**src/rtl/fm_ctrl_pkg.sv**
```systemverilog
// Shared types, widths and the clamped frequency-step helper for the FM sweep controller.
// Optional triangle sweeping in fm_sweep_ctrl is enabled with FM_SWEEP_TRIANGLE_EN.
package fm_ctrl_pkg;

   localparam int FM_FW  = 24;
   localparam int FM_DW  = 32;
   localparam int FM_FDW = 16;

   typedef enum logic [1:0] {
      IDLE  = 2'd0,
      DWELL = 2'd1,
      DONE  = 2'd2
   } state_t;

   // One extra bit catches the carry or borrow, so the result clamps to stop and never wraps.
   function automatic logic [FM_FW-1:0] next_freq(
      input logic [FM_FW-1:0] cur,
      input logic [FM_FW-1:0] step,
      input logic [FM_FW-1:0] stop,
      input logic             up
   );
      logic [FM_FW:0]   w_sum;
      logic [FM_FW-1:0] w_res;
      if (up) begin
         w_sum = {1'b0, cur} + {1'b0, step};
         w_res = (w_sum >= {1'b0, stop}) ? stop : w_sum[FM_FW-1:0];
      end else begin
         w_sum = {1'b0, cur} - {1'b0, step};
         w_res = (w_sum[FM_FW] || (w_sum[FM_FW-1:0] <= stop)) ? stop : w_sum[FM_FW-1:0];
      end
      return w_res;
   endfunction

endpackage

```
**src/rtl/fm_dwell_timer.sv**
```systemverilog
// Dwell counter for one sweep point: counts while enabled and pulses o_expire on the
// last cycle of the point (counter == eff_dwell-1), clearing itself at the same edge.
module fm_dwell_timer
   import fm_ctrl_pkg::*;
#(
   parameter int DW = FM_DW
) (
   input  logic          clk_100M,
   input  logic          rst_n,
   input  logic          i_clr,
   input  logic          i_en,
   input  logic [DW-1:0] i_eff_dwell,
   output logic          o_expire
);

   logic [DW-1:0] r_cnt;

   assign o_expire = i_en && (r_cnt == (i_eff_dwell - DW'(1)));

   // NOTE: sequential state is written only with non-blocking assignments so every
   // register samples the pre-edge values, regardless of block ordering.
   always_ff @(posedge clk_100M or negedge rst_n) begin
      if (!rst_n) begin
         r_cnt <= '0;
      end else if (i_clr || o_expire) begin
         r_cnt <= '0;
      end else if (i_en) begin
         r_cnt <= r_cnt + DW'(1);
      end
   end

endmodule

```
**src/rtl/fm_sweep_ctrl.sv**
```systemverilog
// Linear carrier-frequency sweep sequencer feeding fc/fd to the FM datapath.
// Define FM_SWEEP_TRIANGLE_EN to add the tri_mode input (up/down triangle sweeping).
module fm_sweep_ctrl
   import fm_ctrl_pkg::*;
#(
   parameter int FW  = FM_FW,
   parameter int DW  = FM_DW,
   parameter int FDW = FM_FDW
) (
   input  logic           clk_100M,
   input  logic           rst_n,
   input  logic           start,
   input  logic           abort,
   input  logic           cont,
   input  logic [FW-1:0]  f_start,
   input  logic [FW-1:0]  f_stop,
   input  logic [FW-1:0]  f_step,
   input  logic [DW-1:0]  dwell,
   input  logic [FDW-1:0] fd_in,
`ifdef FM_SWEEP_TRIANGLE_EN
   input  logic           tri_mode,
`endif
   output logic [FW-1:0]  fc,
   output logic [FDW-1:0] fd,
   output logic           busy,
   output logic           done,
   output logic           step_tick
);

   state_t         r_state;
   logic [FW-1:0]  r_fc;
   logic [FDW-1:0] r_fd;
   logic           r_busy;
   logic           r_done;
   logic           r_step_tick;

   // Sweep configuration captured at accept; live inputs are ignored mid-sweep.
   logic [FW-1:0]  r_f_start;
   logic [FW-1:0]  r_f_stop;
   logic [FW-1:0]  r_step;
   logic [DW-1:0]  r_dwell;
   logic           r_cont;
   logic           r_tri;
   logic           r_up;
   logic           r_to_stop;

   logic           w_tri_mode;
   logic           w_accept;
   logic           w_expire;
   logic           w_dir_up;
   logic [FW-1:0]  w_target;

`ifdef FM_SWEEP_TRIANGLE_EN
   assign w_tri_mode = tri_mode;
`else
   assign w_tri_mode = 1'b0;
`endif

   assign w_accept = start && !abort && ((r_state == IDLE) || (r_state == DONE));
   assign w_target = r_to_stop ? r_f_stop : r_f_start;
   assign w_dir_up = r_to_stop ? r_up : !r_up;

   fm_dwell_timer #(
      .DW (DW)
   ) u_dwell_timer (
      .clk_100M    (clk_100M),
      .rst_n       (rst_n),
      .i_clr       (w_accept || abort),
      .i_en        (r_state == DWELL),
      .i_eff_dwell (r_dwell),
      .o_expire    (w_expire)
   );

   always_ff @(posedge clk_100M or negedge rst_n) begin
      if (!rst_n) begin
         r_state     <= IDLE;
         r_fc        <= '0;
         r_fd        <= '0;
         r_busy      <= 1'b0;
         r_done      <= 1'b0;
         r_step_tick <= 1'b0;
         r_f_start   <= '0;
         r_f_stop    <= '0;
         r_step      <= '0;
         r_dwell     <= '0;
         r_cont      <= 1'b0;
         r_tri       <= 1'b0;
         r_up        <= 1'b0;
         r_to_stop   <= 1'b0;
      end else begin
         r_step_tick <= 1'b0;
         if (abort) begin
            r_state <= IDLE;
            r_busy  <= 1'b0;
            r_done  <= 1'b0;
         end else if (w_accept) begin
            r_state     <= DWELL;
            r_f_start   <= f_start;
            r_f_stop    <= f_stop;
            r_step      <= (f_step == '0) ? FW'(1) : f_step;
            r_dwell     <= (dwell == '0) ? DW'(1) : dwell;
            r_cont      <= cont;
            r_tri       <= w_tri_mode;
            r_up        <= (f_stop >= f_start);
            r_to_stop   <= 1'b1;
            r_fc        <= f_start;
            r_fd        <= fd_in;
            r_busy      <= 1'b1;
            r_done      <= 1'b0;
            r_step_tick <= 1'b1;
         end else if ((r_state == DWELL) && w_expire) begin
            if (r_fc != w_target) begin
               r_fc        <= next_freq(r_fc, r_step, w_target, w_dir_up);
               r_step_tick <= 1'b1;
            end else if (r_tri && r_to_stop) begin
               // Reversal at f_stop: the endpoint was already held, head straight back.
               r_to_stop   <= 1'b0;
               r_fc        <= next_freq(r_fc, r_step, r_f_start, !r_up);
               r_step_tick <= 1'b1;
            end else if (r_tri && r_cont) begin
               r_to_stop   <= 1'b1;
               r_fc        <= next_freq(r_fc, r_step, r_f_stop, r_up);
               r_step_tick <= 1'b1;
            end else if (!r_tri && r_cont) begin
               r_fc        <= r_f_start;
               r_step_tick <= 1'b1;
            end else begin
               r_state <= DONE;
               r_busy  <= 1'b0;
               r_done  <= 1'b1;
            end
         end
      end
   end

   assign fc        = r_fc;
   assign fd        = r_fd;
   assign busy      = r_busy;
   assign done      = r_done;
   assign step_tick = r_step_tick;

endmodule
```
**config.mk**
```make
export PLATFORM = sky130hd
export DESIGN_NAME = fm_sweep_ctrl
export DESIGN_NICKNAME = d
export VERILOG_FILES = /design/src/rtl/fm_ctrl_pkg.sv /design/src/rtl/fm_dwell_timer.sv /design/src/rtl/fm_sweep_ctrl.sv
export SDC_FILE = /design/constraint.sdc
export NUM_CORES = 1
export LEC_CHECK = 0
export CAP_MARGIN = 25
export CORE_MARGIN = 3
export CORE_UTILIZATION = 50
export CTS_CLUSTER_DIAMETER = 150
export DETAILED_ROUTE_END_ITERATION = 10
export GPL_ROUTABILITY_DRIVEN = 0
export PLACE_DENSITY = 0.73
export SYNTH_ARGS = -nofsm -noshare
export SYNTH_HDL_FRONTEND = slang
export SYNTH_SLANG_ARGS = --single-unit
```
**constraint.sdc**
```tcl
create_clock -name clk_100M -period 6.4 [get_ports clk_100M]
set_input_delay 0.96 -clock clk_100M [delete_from_list [all_inputs] [get_ports clk_100M]]
set_output_delay 0.96 -clock clk_100M [all_outputs]
set_load 0.05 [all_outputs]
```
# Word-level counts from Yosys, hierarchy flattened
# Cells that the tools add are included.
# classes
n_addsub	4
order_cmp	3
n_eq_ne	7
muxes	34
bitwise_logic	1
n_reduce_logical	21
# ops
cell	n
two-way mux 24 bit	9
two-way mux 32 bit	3
adder 32 x 1 -> 32 bit, second input constant	1
equality test 32 bit	1
logical NOT 32 bit	1
subtractor 32 x 1 -> 32 bit, second input constant	1
adder 24 x 24 -> 25 bit	1
greater-or-equal comparator 25 x 24 -> 1 bit	1
subtractor 24 x 24 -> 25 bit	1
greater-or-equal comparator 24 bit	1
<= comparator 24 bit	1
logical NOT 24 bit	1
!= test 24 bit	1
two-way mux 1 bit	17
two-way mux 2 bit	5
!= test 3 bit, second input constant	2
AND reduction 3 bit	2
nonzero test 5 bit	1
logical AND 1 bit	4
logical OR 1 bit	4
AND reduction 4 bit	1
nonzero test 2 bit	2
nonzero test 3 bit	1
equality test 2 x 1 -> 1 bit, second input constant	1
other kinds (6)	7
# word_totals
regBits	184
input_bits	125
output_inout_bits	43
wordCells	84

# Longest topological paths before layout
# Gate-level depths: netlist of run 1.
# depth
ltp_word	8
depth_mapped	23
depth_no_buf	20

# Hierarchy
# A second synthesis of run 1 with hierarchy kept.
# unflattened
hier_cells	1501
hier_area_um2	14146.1
# modules_own_cells
mod	instances	cells_each	area_per_inst_um2
fm_sweep_ctrl	1	1152	11157.0
fm_dwell_timer	1	349	2989.1

# Worst setup path after synthesis of run 1
# OpenSTA, ideal clock, no wires.
# synth_path
kind	flip-flop to flip-flop
startpoint	reg r_fc[10] (netlist: fc[10])
endpoint	reg r_fc[21] (netlist: fc[21])
setup_time_ns	0.133
arrival_ns	5.359
t_required_ns	6.267
slack_ns	0.908
path_stages_with_launch	23
path_cell_list	dfrtp_1 ha_1 clkbuf_1 and4_1 o2111ai_1 a21o_1 a311oi_1 o2111ai_1 o211ai_1 o21ai_0 xnor2_1 ha_1 nand4_1 nor4_1 nand3_1 nor4_1 o21ai_0 or2_2 clkbuf_1 clkbuf_1 a311o_1 o311ai_0 nand3_1
# synth_between
elab_chain_cells	8
word_cells_on_any_way	14
classes_between	2 x add/sub; 2 x order compare; 1 x eq/ne; 6 x mux; 3 x reduce/logical
# synth_rtl
item	line	source
start: declaration	fm_sweep_ctrl.sv:31	logic [FW-1:0] r_fc;
start signal: assignment	fm_sweep_ctrl.sv:106	r_fc <= f_start;
start signal: assignment	fm_sweep_ctrl.sv:113	r_fc <= next_freq(r_fc, r_step, w_target, w_dir_up);
start signal: assignment	fm_sweep_ctrl.sv:118	r_fc <= next_freq(r_fc, r_step, r_f_start, !r_up);
subtractor 24 x 24 -> 25 bit	-	
<= comparator 24 bit	fm_ctrl_pkg.sv:29	w_res = (w_sum[FM_FW] || (w_sum[FM_FW-1:0] <= stop)) ? stop : w_sum[FM_FW-1:0];
logical OR 1 bit	fm_ctrl_pkg.sv:29	
two-way mux 24 bit	fm_ctrl_pkg.sv:29	
two-way mux 24 bit	fm_ctrl_pkg.sv:24	if (up) begin
two-way mux 24 bit	fm_sweep_ctrl.sv:112	if (r_fc != w_target) begin
two-way mux 24 bit	fm_sweep_ctrl.sv:111	end else if ((r_state == DWELL) && w_expire) begin
two-way mux 24 bit	fm_sweep_ctrl.sv:96	end else if (w_accept) begin
# Several ways; a longest one is shown, not always the timed one. The select of a mux whose other input is x is not followed.
# A chain may end at the register's enable or synchronous reset.

# Worst setup path after layout of run 1
# layout_path
startpoint	reg r_fc[10] (netlist: fc[10])
endpoint	reg r_fc[11] (netlist: fc[11])
# The elaborated chain is that of the path after synthesis.

==> results of run 1 <==
==> routing by layer <==
| layer | vias to the layer above | global-route usage (%) | share of wire, % |
|---|---|---|---|
| met1 | 6434 | 43.8 | 47 |
| li1 | 6379 | - | - |
| met5 | - | 0 | 0 |
| met3 | 57 | 7.23 | 11 |
| met4 | 0 | 6.94 | 2.0 |
| met2 | 683 | 38.5 | 39 |
==> placed cells by master, fill, tap and decap left out, types with 20 or more instances in the layout <==
cell                              Yosys  layout
sky130_fd_sc_hd__xor2_1              54      54
sky130_fd_sc_hd__nor3_1              48      48
sky130_fd_sc_hd__and3_1              25      25
sky130_fd_sc_hd__a21o_1              26      26
sky130_fd_sc_hd__o31ai_1             22      22
sky130_fd_sc_hd__nor2_1              97      97
sky130_fd_sc_hd__ha_1               122     122
sky130_fd_sc_hd__inv_1               80      80
sky130_fd_sc_hd__xnor2_1             85      85
sky130_fd_sc_hd__nor4_1              39      39
sky130_fd_sc_hd__nor2b_1             20      20
sky130_fd_sc_hd__nand3_1             38      38
sky130_fd_sc_hd__o21ai_0             85      85
sky130_fd_sc_hd__o22ai_1             24      24
sky130_fd_sc_hd__nand2b_1            26      26
sky130_fd_sc_hd__clkdlybuf4s50_1      0     166
sky130_fd_sc_hd__mux2i_1             25      25
sky130_fd_sc_hd__nand4_1             36      36
sky130_fd_sc_hd__a21oi_1             70      70
sky130_fd_sc_hd__dfrtp_1            182     182
sky130_fd_sc_hd__nand2_1            350     350
==> logic make-up (layout without fill, tap and decap cells) <==
group | count (synthesis) | count (layout) | synth area share (%)
adders and majority gates | 124 | 124 | 11.1
AOI/OAI and AO/OA | 350 | 350 | 16.5
DFF | 182 | 182 | 32.1
xor gates and xnor gates | 139 | 139 | 8.59
muxes | 27 | 27 | 1.92
buffers and inverters | 172 | 300 | 4.66
and+or+nand+nor | 745 | 745 | 25.1
==> Yosys cell counts (all sizes together), types with 36 or more instances <==
cell,instances
a21oi,70
clkbuf,77
dfrtp,182
ha,122
inv,80
nand2,350
nand3,38
nand4,36
nor2,97
nor3,48
nor4,40
o21ai,86
xnor2,85
xor2,54
==> per-stage QoR <==
step	cells	hold slack, ns	util (%)	power, W	setup slack [ns]
finish	2239	0.460	61.0	0.00541	0.439
global route	2239	0.504	61.0	0.00572	0.183
CTS	2238	0.479	61.0	0.00531	0.455
detailed placement	2207	0.459	58.8	0.00423	0.495
global placement	2207	0.456	58.8	0.00417	0.678
floorplan	1739	0.440	-	0.00341	0.908
==> area by class of cell <==
class	instances	area [um^2]
Clock buffer	17	425
Clock inverter	14	156
Fill cell	2375	10700
Inverter	82	308
Multi-Input combinational cell	1385	8980
Sequential cell	182	4550
Tap cell	372	465
Timing Repair Buffer	187	1830
==> flip-flops by register name, indices dropped and copies added, names as in the netlist <==
signal and flops:
r_to_stop 1, fd 16, r_step 24, r_state 2
r_cont 1, u_dwell_timer.r_cnt 32, r_f_stop 24, fc 24
r_f_start 24, r_up 1, step_tick 1, r_dwell 32
==> worst max-delay path by stage <==
stage / slack (ns) / cells after the start / end / from
floorplan: 0.91 / 22 / fc[21]$_DFFE_PN0P_ / fc[10]$_DFFE_PN0P_
global placement: 0.68 / 18 / fc[21]$_DFFE_PN0P_ / fc[6]$_DFFE_PN0P_
detailed placement: 0.50 / 18 / fc[21]$_DFFE_PN0P_ / fc[6]$_DFFE_PN0P_
CTS: 0.45 / 18 / fc[21]$_DFFE_PN0P_ / fc[6]$_DFFE_PN0P_
global route: 0.18 / 19 / fc[11]$_DFFE_PN0P_ / fc[10]$_DFFE_PN0P_
finish: 0.44 / 19 / fc[11]$_DFFE_PN0P_ / fc[10]$_DFFE_PN0P_
==> power by group <==
part           internal [W]  total (W)  switching [W]  leakage, nW
Clock              0.000523    0.00107       0.000550        0.286
Sequential          0.00130    0.00148       0.000179         2.30
Combinational       0.00112    0.00285        0.00173         4.99
==> repair_timing <==
action	CTS	global route
resized for setup	0	1
hold buffers	0	0
endpoints found under the setup margin	0	1
setup buffers	0	0
==> summary.txt, run 1 <==
=======================================================================================
Result of the run ........................................................ finished clean
#FFs+latches synth .......................................................          182
Sequential-to-total area share from yosys stat ...........................        32.1%
Async set-or-reset flop fraction in the synthesized netlist ..............         100%
Number of warning messages in the yosys log ..............................            0
Cell seen most often among critical-path stages .......................... sky130_fd_sc_hd__o21ai_0
Final period utilization .................................................        93.1%
Number of inserted diodes ................................................            0
Instance area after placement ............................................   16100 um^2
Clock-pin slew on the worst setup and hold paths .........................      0.09 ns
Maximum achievable frequency .............................................      168 MHz
Via count of the first global-routing pass ...............................        12700
Chip width ...............................................................       174 um
Synth unique cells .......................................................           82
Layout overhead on the synthesized area ..................................        18.0%
Detailed-route wire length ...............................................      43.3 mm
Post-synthesis instance total ............................................         1739
Number of flops mapped to enable cells by yosys ..........................            0
Proportion of layout cells with a drive suffix above 1 ...................        4.45%
Number of violations of the max-capacitance limit ........................            0
First-pass GRT wire length ...............................................      69.3 mm
Cells traversed along the worst timing path .............................. ha_1 -> and4_1 -> o2111ai_1 -> a21o_1 -> a311oi_1 -> o2111ai_1 -> o211ai_1 -> o21ai_0 -> xnor2_1 -> ha_1 -> nand4_1 -> nor4_1 -> nand3_1 -> nor4_1 -> o21ai_0 -> or2_4 -> o32ai_1 -> o22ai_1 -> o21ai_0
Number of buffer cells added on primary ports ............................          167
Maximum number of pins on one net before global-route repair .............           93
TritonRoute pass-1 iters .................................................            6
Cell types with the largest area share after synthesis ................... sky130_fd_sc_hd__dfrtp_1 (32%), sky130_fd_sc_hd__ha_1 (11%), sky130_fd_sc_hd__nand2_1 (9.3%)
Number of levels in the clock H-tree .....................................            4
Post-synthesis instance area .............................................   14200 um^2
DPL Wire Length ..........................................................      32.9 mm
Initial antenna violation count ..........................................            0
Total GRT Usage ..........................................................        28.2%
Critical Path Max Stage Delay ............................................      0.56 ns
Detail-routed net length per standard cell ...............................      19.3 um
Number of DRC violations after detailed routing ..........................            0
Relative slew slack ......................................................        27.5%
Crit path buf inv count ..................................................            0
Top delay family on crit path ............................................ compound AO/OA/AOI/OAI gates
Fin crit period ..........................................................      5.96 ns
FF-to-FF End ............................................................. fc[11]$_DFFE_PN0P_
Setup violators final ....................................................            0
Effective utilization at floorplan .......................................        51.7%
Setup_tns ................................................................         0 ns
Leakage power total ......................................................      7.58 nW
Number of violations reported at the end of detailed-routing iteration 0 .         1478
Area share of the largest cell type after synthesis ......................        32.1%
Vias .....................................................................        13600
R2r setup slk ............................................................      0.44 ns
Sink Count ...............................................................          182
Max-slew violation count .................................................            0
Maximum clock insertion buffer count .....................................            2
Worst-Skew Late Latency ..................................................      0.46 ns
Largest fanout on the critical path ......................................           32
Primary FF master, synth ................................................. sky130_fd_sc_hd__dfrtp_1
DRT antenna net count ....................................................            0
Worst min-delay path class ............................................... input port to async pin
Worst reg2reg startpoint ................................................. fc[10]$_DFFE_PN0P_
Placeable core area ......................................................   27400 um^2
Net count, final .........................................................         2104
Fin. Hold Viols ..........................................................            0
VDD IR-drop max ..........................................................       212 uV
TritonCTS clock tree .....................................................        built
Y dimension of the die ...................................................       174 um
CP endpoint kind .........................................................    flip-flop
Cell type with the highest aggregate area in the netlist ................. sky130_fd_sc_hd__dfrtp_1
Average cell area after synthesis ........................................    8.15 um^2
Average vias per placed instance .........................................         6.05
Total number of placement rows ...........................................           60
Number of buffers created by CTS .........................................           17
Worst endpoint data arrival time .........................................      6.25 ns
Post-route standard cell area excluding fillers ..........................   16700 um^2
Clock Skews ..............................................................    0.0237 ns
Cell area power density ..................................................  323 nW/um^2
Master of the slowest instance on the critical path ...................... sky130_fd_sc_hd__ha_1
Clk Tree Root Cell ....................................................... sky130_fd_sc_hd__clkbuf_16
Transition time of the tightest slew-check pin ...........................      1.08 ns
Top-level I/O count ......................................................          168
Depth of the worst register-to-register path .............................           19
Congestion Overflow GR ...................................................            0
Die outline area .........................................................   30400 um^2
Crit Path Category ....................................................... flip-flop to flip-flop
WP data required .........................................................      6.69 ns
Setup repair after global routing missed its margin ......................        false
Synth Net Count ..........................................................         1988
Category of the worst setup path launch point ............................    flip-flop
=======================================================================================
No activity file was read; power rests on OpenSTA's default activity.
==> inputs of run 2 (changes only) <==
CTS_CLUSTER_SIZE = 16   (was default)
==> results of run 2 <==
No change in the layout: final DEF, timing and power equal those of run 1.
